[src/rtl/preadd532_pkg.sv]
// Shared types and sizing helpers for the pre-add/multiply arbiter.
package preadd532_pkg;

    // Upper bound on requester count (8) fixes the tag id field width.
    localparam int MAX_ID_W = 3;

    typedef struct packed {
        logic                vld;
        logic [MAX_ID_W-1:0] id;
    } tag_t;

    function automatic int id_w(input int n);
        return (n <= 2) ? 1 : $clog2(n);
    endfunction

    function automatic int res_w(input int w);
        return 2 * w + 1;
    endfunction

endpackage

[src/rtl/rr_arb532.sv]
// Combinational round-robin grant: search starts at i_ptr and wraps; one-hot grant plus encoded index.
module rr_arb532
    import preadd532_pkg::*;
#(
    parameter int N_REQ = 4,
    parameter int ID_W  = id_w(N_REQ)
) (
    input  logic [N_REQ-1:0] i_req,
    input  logic             i_en,
    input  logic [ID_W-1:0]  i_ptr,
    output logic [N_REQ-1:0] o_gnt,
    output logic [ID_W-1:0]  o_idx,
    output logic             o_any
);

    logic [ID_W-1:0] w_j;

    always_comb begin
        o_gnt = '0;
        o_idx = '0;
        o_any = 1'b0;
        w_j   = '0;
        for (int k = 0; k < N_REQ; k++) begin
            w_j = ID_W'((int'(i_ptr) + k) % N_REQ);
            if (i_en && !o_any && i_req[w_j]) begin
                o_gnt[w_j] = 1'b1;
                o_idx      = w_j;
                o_any      = 1'b1;
            end
        end
    end

endmodule

[src/rtl/preadd532_arb.sv]
// Round-robin arbiter in front of one shared (a+b)*c datapath, with result routing by tag.
// Optional per-requester grant counters when PREADD532_ARB_STATS_EN is defined.
module preadd532_arb
    import preadd532_pkg::*;
#(
    parameter int N_REQ  = 4,
    parameter int W      = 16,
    parameter int DP_LAT = 1
) (
    input  logic                       clk,
    input  logic                       rst_n,
    input  logic                       en,
    input  logic [N_REQ-1:0]           req_vld,
    output logic [N_REQ-1:0]           req_rdy,
    input  logic [N_REQ-1:0][W-1:0]    req_a,
    input  logic [N_REQ-1:0][W-1:0]    req_b,
    input  logic [N_REQ-1:0][W-1:0]    req_c,
    output logic [N_REQ-1:0]           rsp_vld,
    output logic [res_w(W)-1:0]        rsp_data,
    output logic [W-1:0]               dp_in_a,
    output logic [W-1:0]               dp_in_b,
    output logic [W-1:0]               dp_in_c,
    output logic                       dp_in_vld,
    input  logic [res_w(W)-1:0]        dp_out,
    input  logic                       dp_out_vld,
`ifdef PREADD532_ARB_STATS_EN
    output logic [N_REQ-1:0][15:0]     grant_cnt,
`endif
    output logic                       err
);

    localparam int ID_W = id_w(N_REQ);

    logic [ID_W-1:0]  r_ptr;
    logic [W-1:0]     r_dp_a;
    logic [W-1:0]     r_dp_b;
    logic [W-1:0]     r_dp_c;
    tag_t             r_issue;
    tag_t             r_tag [DP_LAT];
    logic             r_err;

    logic [N_REQ-1:0] w_gnt;
    logic [ID_W-1:0]  w_gnt_idx;
    logic             w_any;
    logic [ID_W-1:0]  w_ptr_next;
    tag_t             w_tag_out;
    logic             w_rsp_fire;
    logic             w_mismatch;

    // Reset gates the grant so req_rdy reads 0 while rst_n is held low.
    rr_arb532 #(
        .N_REQ (N_REQ),
        .ID_W  (ID_W)
    ) u_rr (
        .i_req (req_vld),
        .i_en  (en & rst_n),
        .i_ptr (r_ptr),
        .o_gnt (w_gnt),
        .o_idx (w_gnt_idx),
        .o_any (w_any)
    );

    assign w_ptr_next = (w_gnt_idx == ID_W'(N_REQ - 1)) ? '0 : w_gnt_idx + ID_W'(1);

    always_ff @(posedge clk or negedge rst_n) begin
        if (!rst_n) begin
            r_ptr   <= '0;
            r_dp_a  <= '0;
            r_dp_b  <= '0;
            r_dp_c  <= '0;
            r_issue <= '0;
            for (int s = 0; s < DP_LAT; s++) begin
                r_tag[s] <= '0;
            end
            r_err   <= 1'b0;
        end else begin
            r_issue.vld <= w_any;
            r_issue.id  <= MAX_ID_W'(w_gnt_idx);
            if (w_any) begin
                r_ptr  <= w_ptr_next;
                r_dp_a <= req_a[w_gnt_idx];
                r_dp_b <= req_b[w_gnt_idx];
                r_dp_c <= req_c[w_gnt_idx];
            end
            // Tag stages shadow the datapath so stage DP_LAT-1 lines up with dp_out_vld.
            r_tag[0] <= r_issue;
            for (int s = 1; s < DP_LAT; s++) begin
                r_tag[s] <= r_tag[s-1];
            end
            if (w_mismatch) begin
                r_err <= 1'b1;
            end
        end
    end

    assign w_tag_out  = r_tag[DP_LAT-1];
    assign w_rsp_fire = dp_out_vld & w_tag_out.vld;
    assign w_mismatch = dp_out_vld ^ w_tag_out.vld;

    generate
        for (genvar gi = 0; gi < N_REQ; gi++) begin : g_rsp
            assign rsp_vld[gi] = w_rsp_fire & (w_tag_out.id == MAX_ID_W'(gi));
        end
    endgenerate

    assign req_rdy   = w_gnt;
    assign rsp_data  = dp_out;
    assign dp_in_a   = r_dp_a;
    assign dp_in_b   = r_dp_b;
    assign dp_in_c   = r_dp_c;
    assign dp_in_vld = r_issue.vld;
    assign err       = r_err;

`ifdef PREADD532_ARB_STATS_EN
    logic [15:0] r_grant_cnt [N_REQ];

    generate
        for (genvar gi = 0; gi < N_REQ; gi++) begin : g_cnt
            always_ff @(posedge clk or negedge rst_n) begin
                if (!rst_n) begin
                    r_grant_cnt[gi] <= '0;
                end else if (w_gnt[gi] && (r_grant_cnt[gi] != 16'hFFFF)) begin
                    r_grant_cnt[gi] <= r_grant_cnt[gi] + 16'd1;
                end
            end
            assign grant_cnt[gi] = r_grant_cnt[gi];
        end
    endgenerate
`endif

endmodule
[config.mk]
export PLATFORM = sky130hd
export DESIGN_NAME = preadd532_arb
export DESIGN_NICKNAME = d
export VERILOG_FILES = /design/src/rtl/preadd532_pkg.sv /design/src/rtl/rr_arb532.sv /design/src/rtl/preadd532_arb.sv
export SDC_FILE = /design/constraint.sdc
export NUM_CORES = 1
export LEC_CHECK = 0
export CORE_AREA = 2 2 126 128
export DETAILED_ROUTE_END_ITERATION = 8
export DIE_AREA = 0 0 128 130
export PLACE_DENSITY_LB_ADDON = 0.15
export SLEW_MARGIN = 20
export SYNTH_ARGS = -nofsm -noshare
export SYNTH_HDL_FRONTEND = slang
export SYNTH_SLANG_ARGS = --single-unit
export TNS_END_PERCENT = 5
[constraint.sdc]
create_clock -name clk -period 6.76 [get_ports clk]
set_input_delay 0.676 -clock clk [delete_from_list [all_inputs] [get_ports clk]]
set_output_delay 0.676 -clock clk [all_outputs]
set_load 0.05 [all_outputs]
# ---- Word level (Yosys, flattened, before mapping)
# Index checks and enable logic that the tools add are counted.
# W data, S select, Z words.
dict set report classes {
  n_addsub 4
  n_lt_le_gt_ge 9
  n_eq_ne 4
  mux 35
  bitwise_logic 10
  reduce_logical 15
}
# op n
set ops {}
lappend ops {{$bmux W16 S2} 3}
lappend ops {{$mux W16} 3}
lappend ops {{$mux W4} 4}
lappend ops {{$lt A2 B3 Y1 const B} 5}
lappend ops {{$mux W1} 12}
lappend ops {{$or A4 B4 Y4} 3}
lappend ops {{$logic_and A1 B1 Y1} 11}
lappend ops {{$mux W2} 5}
lappend ops {{$bmux W1 S2} 4}
lappend ops {{$demux W1 S2} 4}
lappend ops {{$ge A2 B1 Y1 const B} 4}
lappend ops {{$and A1 B1 Y1} 6}
lappend ops {{$eq A2 B2 Y1 const B} 3}
lappend ops {{$add A2 B1 Y2 const B} 2}
lappend ops {{$add A2 B2 Y2 const B} 2}
lappend ops {{$logic_not A1 Y1} 3}
lappend ops {{$logic_not A3 Y1} 1}
lappend ops {{$eq A2 B1 Y1 const B} 1}
lappend ops {{$xor A1 B1 Y1} 1}
dict set report word_totals {
  reg_bits 57
  input_bits 233
  out_inout_bits 91
  wordCells 86
}

# ---- Longest topological paths before layout
dict set report depth {
  word_depth 18
  ltp_mapped 12
  ltp_nobuf 8
}

# ---- Cells and area by module
# From an unflattened synthesis, not the netlist that was laid out.
dict set report hier_totals {
  hier_cells 388
  area_unflattened_um2 4230.3
}
# mod n_inst cells_each area_per_inst_um2 seq_area_each_um2
set by_module_without_submodules {}
lappend by_module_without_submodules {preadd532_arb 1 322 3666.0 1426.4}
lappend by_module_without_submodules {rr_arb532 1 66 564.3 0.0}

# ---- Worst setup path after synthesis
# Ideal clock, no wire load.
dict set report synth_timing {
  path_kind {flip-flop to output port}
  from {reg r_ptr[0]}
  to {out req_rdy[0]}
  t_arrival_ps 2401
  t_required_ps 6084
  setup_slack_ps 3683
  stages_incl_launch_ff 9
  path_buffers 2
  cell_sequence {dfrtp_1 buf_4 inv_1 ha_1 buf_2 mux4_2 nor4_1 nand2_1 nand2_1}
}
dict set report synth_via {
  elab_chain_cells 16
  elab_cells_between_ends 51
  classes_between {3 x add/sub; 8 x order compare; 23 x mux; 3 x bitwise; 14 x reduce/logical}
}
# element line_no
set synth_lines {}
lappend synth_lines {{start, declared} preadd532_arb.sv:34} ;# logic [ID_W-1:0] r_ptr;
lappend synth_lines {{start signal, assigned} preadd532_arb.sv:80} ;# r_ptr <= w_ptr_next;
lappend synth_lines {{parallel branches: the longest is 15 deep, another holds $lt A2 B3 Y1} -}
lappend synth_lines {{$mux W4 (*)} rr_arb532.sv:25} ;# if (i_en && !o_any && i_req[w_j]) begin
lappend synth_lines {{end, declared} preadd532_arb.sv:14} ;# output logic [N_REQ-1:0] req_rdy,
# Mark *: on every way between the ends. The select of a mux whose other input is x is not followed.

# ---- Worst setup path after layout
dict set report layout_timing {
  from {reg r_ptr[0]}
  to {out req_rdy[2]}
}
# Same word-level chain as after synthesis.

==> results by stage <==
STA:
- The sum of negative setup slack is 0 ns.
- Setup violations remaining at the end of the flow were counted as 0.
- The remaining max-slew budget at the tightest pin is about a third.
- Dividing the final minimum period by the clock period gives approximately 66%.
- The count of pins over their slew limit is 0.
- The fmax is 225 MHz.
- The final count of hold timing violations is 0.
- Setup repair after global routing left no endpoint under its margin.
- For the final database, setup skew stands at ~0.0074 ns.
- The slew at the pin closest to its max-slew limit is 1.00 ns.
- The final critical-path required period is 4.44 ns.

Floorplanning:
- The horizontal die dimension is roughly 130 um.
- The die covers around 0.017 mm^2.
- The die height is roughly 130 um.
- The floorplan has 46 rows.
- The area inside the core boundary is 0.0154 mm^2.
- The effective utilization at floorplan is between 20% and 30%.
- The number of top-level pins is 324.

Worst setup path:
- Of all nets on the critical path, the largest fanout is 16.
- The number of cells on the worst reg-to-reg path is 8.
- Traced cell by cell, the critical path runs through inv_1, ha_1, mux4_2, nor3b_1, a222oi_1, nand2_1, clkdlybuf4s50_1.
- The startpoint type of the worst setup path is a flip-flop.
- For the worst setup path, the data arrival time is around 3.8 ns.
- The worst setup path is of the flip-flop to primary output kind.
- STA classifies the critical path endpoint as a primary output.
- The register-to-register setup slack is around 2.6 ns.
- The endpoint identified for the worst register-to-register timing path is dp_in_b[11].
- On the worst path, the slowest cell contributes a delay of between 0.7 and 0.8 ns.
- The worst path required time is around 6.1 ns.
- The startpoint identified for the worst register-to-register timing path is r_ptr[0].
- For this design, the slowest cell found on the critical path is sky130_fd_sc_hd__clkdlybuf4s50_1.

Clock network:
- Clock-pin slew was measured on the worst setup and hold paths at around 0.050 ns.
- The buffers inserted during post-CTS setup optimization is 0.
- TritonCTS built the clock tree.
- At the later pin of the worst-skew pair, clock insertion delay measures roughly 0.32 ns.
- The cell at the root of the clock tree is sky130_fd_sc_hd__clkbuf_16.
- The number of cells upsized or downsized after cts is 0.
- Clock tree synthesis found a total of 57 sinks.
- The total clock buffers created by CTS is 9.
- The H-tree was split into 3 levels.
- The number of buffers on the longest clock path is 2.
- The total of hold buffers inserted after clock tree synthesis is 0.

Synthesis:
- Counting distinct cell types in the post-synthesis netlist gives 38.
- The share of async-settable or async-resettable flops after synthesis is between 90% and 100%.
- By count the netlist is led by 101 x sky130_fd_sc_hd__mux2i_1, 59 x sky130_fd_sc_hd__nand2_1, 57 x sky130_fd_sc_hd__dfrtp_1, 39 x sky130_fd_sc_hd__o221ai_1, 35 x sky130_fd_sc_hd__buf_4.
- For this run, the number of Yosys warnings is 0.
- The largest family of logic cells by synthesized area is multiplexers.
- The post-synthesis cell area is ~0.0040 mm^2.
- The synthesis-stage register bit count is 57.
- Sorting the synthesized cells by area gives the leading types as sky130_fd_sc_hd__dfrtp_1 35%, sky130_fd_sc_hd__mux2i_1 25%, sky130_fd_sc_hd__o221ai_1 8.5%.
- The synthesized netlist devotes about 15% of its cell area to compound gates.
- sky130_fd_sc_hd__dfrtp_1 takes more of the synthesized area than any other cell.
- The most used standard cell by instance count after synthesis is sky130_fd_sc_hd__mux2i_1.
- The number of enable-type register cells in the synthesized netlist is 0.
- Counting every net in the synthesized netlist gives approximately 630.
- The synthesized design devotes to its leading area cell type 35.3% of total area.
- In this run the mean area of a mapped cell was about 10 um^2.
- The share of the synthesized netlist area taken by xor and xnor gates is 0%.
- After Yosys synthesis, and, or, nand and nor cells account for under 10% of the synthesized area.
- Summing the sequential cell areas from Yosys gives about 35% of the chip area.
- Synthesis produced between 300 and 400 cells.
- The synthesized-area fraction occupied by adder cells is roughly 1.5%.
- After synthesis, the share of cell area in mux cells is between 20% and 30%.
- For this run, the leading register cell type out of synthesis is sky130_fd_sc_hd__dfrtp_1.

Placed design:
- The total of buffers placed on input and output ports is about 260.
- The routability congestion estimate is between 0.7 and 0.8.
- The HPWL after detailed placement is roughly 11 mm.

Power:
- Per report_power, the sequential group accounts for ~23% of the total.
- The net switching power is ~0.0013 W.
- The clock power share is roughly 17%.
- For this design the static power due to leakage is approximately 3.2 nW.
- The internal power of the cells is around 0.0014 W.
- Across the VDD grid, the largest voltage drop is 0.134 mV.
- Of the total power, the share spent switching nets is between 40% and 50%.
- For this design the ratio of total power to cell area is ~400 mW/mm^2.
- The combinational share of power is roughly 60%.

Global route:
- Across every metal layer, demand over resource in global routing totals 16.7%.
- Summed over all layers, the global routing overflow is 0.
- The via count of the first global-routing pass is 4031.
- The wire length of the first global-routing pass is around 22 mm.
- The pin count of the biggest net entering global routing is 56.
- The global routing stage identified its most utilized layer as met2.
- The initial antenna violation count is 2.
- The met1 usage is ~18%.
- The met3 track demand over resource in global routing is 5.33%.
- The global-route track usage on met2 is 30.5%.

Routing:
- Across all layers, the routed design uses approximately 3900 vias.
- The detailed router's first-iteration violation count is about 130.
- The via-per-instance ratio is 4.92.
- The final antenna-violating net count is 0.
- The number of remaining DRC errors is 0.
- The routed design has approximately 14 mm of wire.
- The routed length per instance is 18.1 um.
- The number of iterations in the first detailed-routing pass is 6.

Cells and area:
- The share of post-route cells with drive strength above 1 is about 6.7%.
- The area occupied by multi-input gates is between 0.002 and 0.0025 mm^2.
- The area overhead of the layout relative to synthesis is 68.0%.
- The net total in the final layout is about 830.
- Counting the fill cells in the layout gives approximately 1500.
- The register area is 0.00143 mm^2.
- Measured on the finished design, the core utilization comes to a little over two fifths.

Status:
- The run finished with clean final reports.

Job:
- Max-cap violations in this run came to 0.

Worst hold path:
- The worst min-delay path class is input port to async pin.
## registers in the layout, summed over array words and instances, names as in the netlist
| register | cells |
|---|---|
| dp_in_b | 16 |
| dp_in_c | 16 |
| r_issue | 2 |
| r_ptr | 2 |
| dp_in_vld | 1 |
| dp_in_a | 16 |
| err | 1 |
| r_tag | 3 |
## power groups by stage
stage          clock, W  sequential (W)  combinational, W
6_report       0.000452        0.000616           0.00162
5_1_grt        0.000481        0.000639           0.00171
4_1_cts        0.000462        0.000618           0.00163
3_5_place_dp          0        0.000616           0.00163
3_3_place_gp          0        0.000611           0.00161
2_1_floorplan         0         0.00111          0.000618
## final cells by class
type                       count  share of cell area [%]
antenna                        1                  0.0369
tap                          192                    3.54
sequential                    57                    21.0
timing repair buffer         260                    38.2
clock buffer                  12                    3.78
inverter                       6                   0.332
clock inverter                 3                   0.591
multi-input combinational    262                    32.5
## critical path: cells and delay by family, from the launching register on
kind,cells,cell delay (ns)
muxes,1,0.42
AOI/OAI and AO/OA,1,0.24
adders and majority gates,1,0.52
buffers and inverters,2,0.96
and+or+nand+nor,2,0.58
DFF,1,0.71
## worst max path at each step
stage | slack (ns) | cells past startpoint | endpoint | start
after global placement | 2.41 | 7 | dp_in_a[11] | req_vld[3]
after global routing | 2.10 | 7 | req_rdy[1] | r_ptr[0]
after CTS | 2.41 | 7 | req_rdy[2] | r_ptr[0]
after detailed placement | 2.49 | 7 | dp_in_a[11] | req_vld[3]
final | 2.32 | 7 | req_rdy[2] | r_ptr[0]
after floorplan | 3.68 | 8 | req_rdy[0] | r_ptr[0]
## cell usage in the layout (no fill, tap or decap), types with 2 or more instances in the layout
cell type | Yosys | final
sky130_fd_sc_hd__nor3b_1 | 3 | 3
sky130_fd_sc_hd__clkbuf_16 | 0 | 9
sky130_fd_sc_hd__clkinv_2 | 0 | 2
sky130_fd_sc_hd__nor2b_1 | 3 | 3
sky130_fd_sc_hd__clkbuf_8 | 0 | 2
sky130_fd_sc_hd__mux2_2 | 3 | 3
sky130_fd_sc_hd__a222oi_1 | 4 | 4
sky130_fd_sc_hd__mux4_2 | 3 | 3
sky130_fd_sc_hd__inv_1 | 6 | 6
sky130_fd_sc_hd__a21oi_1 | 2 | 2
sky130_fd_sc_hd__mux2i_1 | 101 | 101
sky130_fd_sc_hd__o221ai_2 | 9 | 9
sky130_fd_sc_hd__nor2_1 | 5 | 5
sky130_fd_sc_hd__nor3_1 | 3 | 3
sky130_fd_sc_hd__and3_1 | 3 | 3
sky130_fd_sc_hd__dfrtp_1 | 57 | 57
sky130_fd_sc_hd__clkdlybuf4s50_1 | 0 | 256
sky130_fd_sc_hd__buf_4 | 35 | 3
sky130_fd_sc_hd__ha_1 | 5 | 5
sky130_fd_sc_hd__o221ai_1 | 39 | 39
sky130_fd_sc_hd__nand3b_1 | 2 | 2
sky130_fd_sc_hd__nand2_1 | 59 | 59
## routing by layer
metal,up-vias,part of all wire [%]
met3,23,8.0
li1,1844,-
met2,187,53
met5,-,0.056
met1,1847,37
met4,2,2.4
## metrics by stage
stage	total power (W)	setup WS [ns]	instances	cell area (um^2)	hold WS [ns]
floorplan	0.00172	3.68	391	4040	0.331
global placement	0.00223	2.41	777	6470	0.337
detailed placement	0.00225	2.49	777	6480	0.339
CTS	0.00271	2.41	792	6780	0.333
global route	0.00283	2.10	793	6780	0.346
finish	0.00269	2.32	793	6780	0.325
## kinds of logic after synthesis
group	after synthesis
AO/OA/AOI/OAI	64
flip-flops	57
buffers and inverters	72
adder cells (fa/ha/maj)	5
AND/OR/NAND/NOR	85
multiplexers	108
No activity file was read; power rests on OpenSTA's default activity.
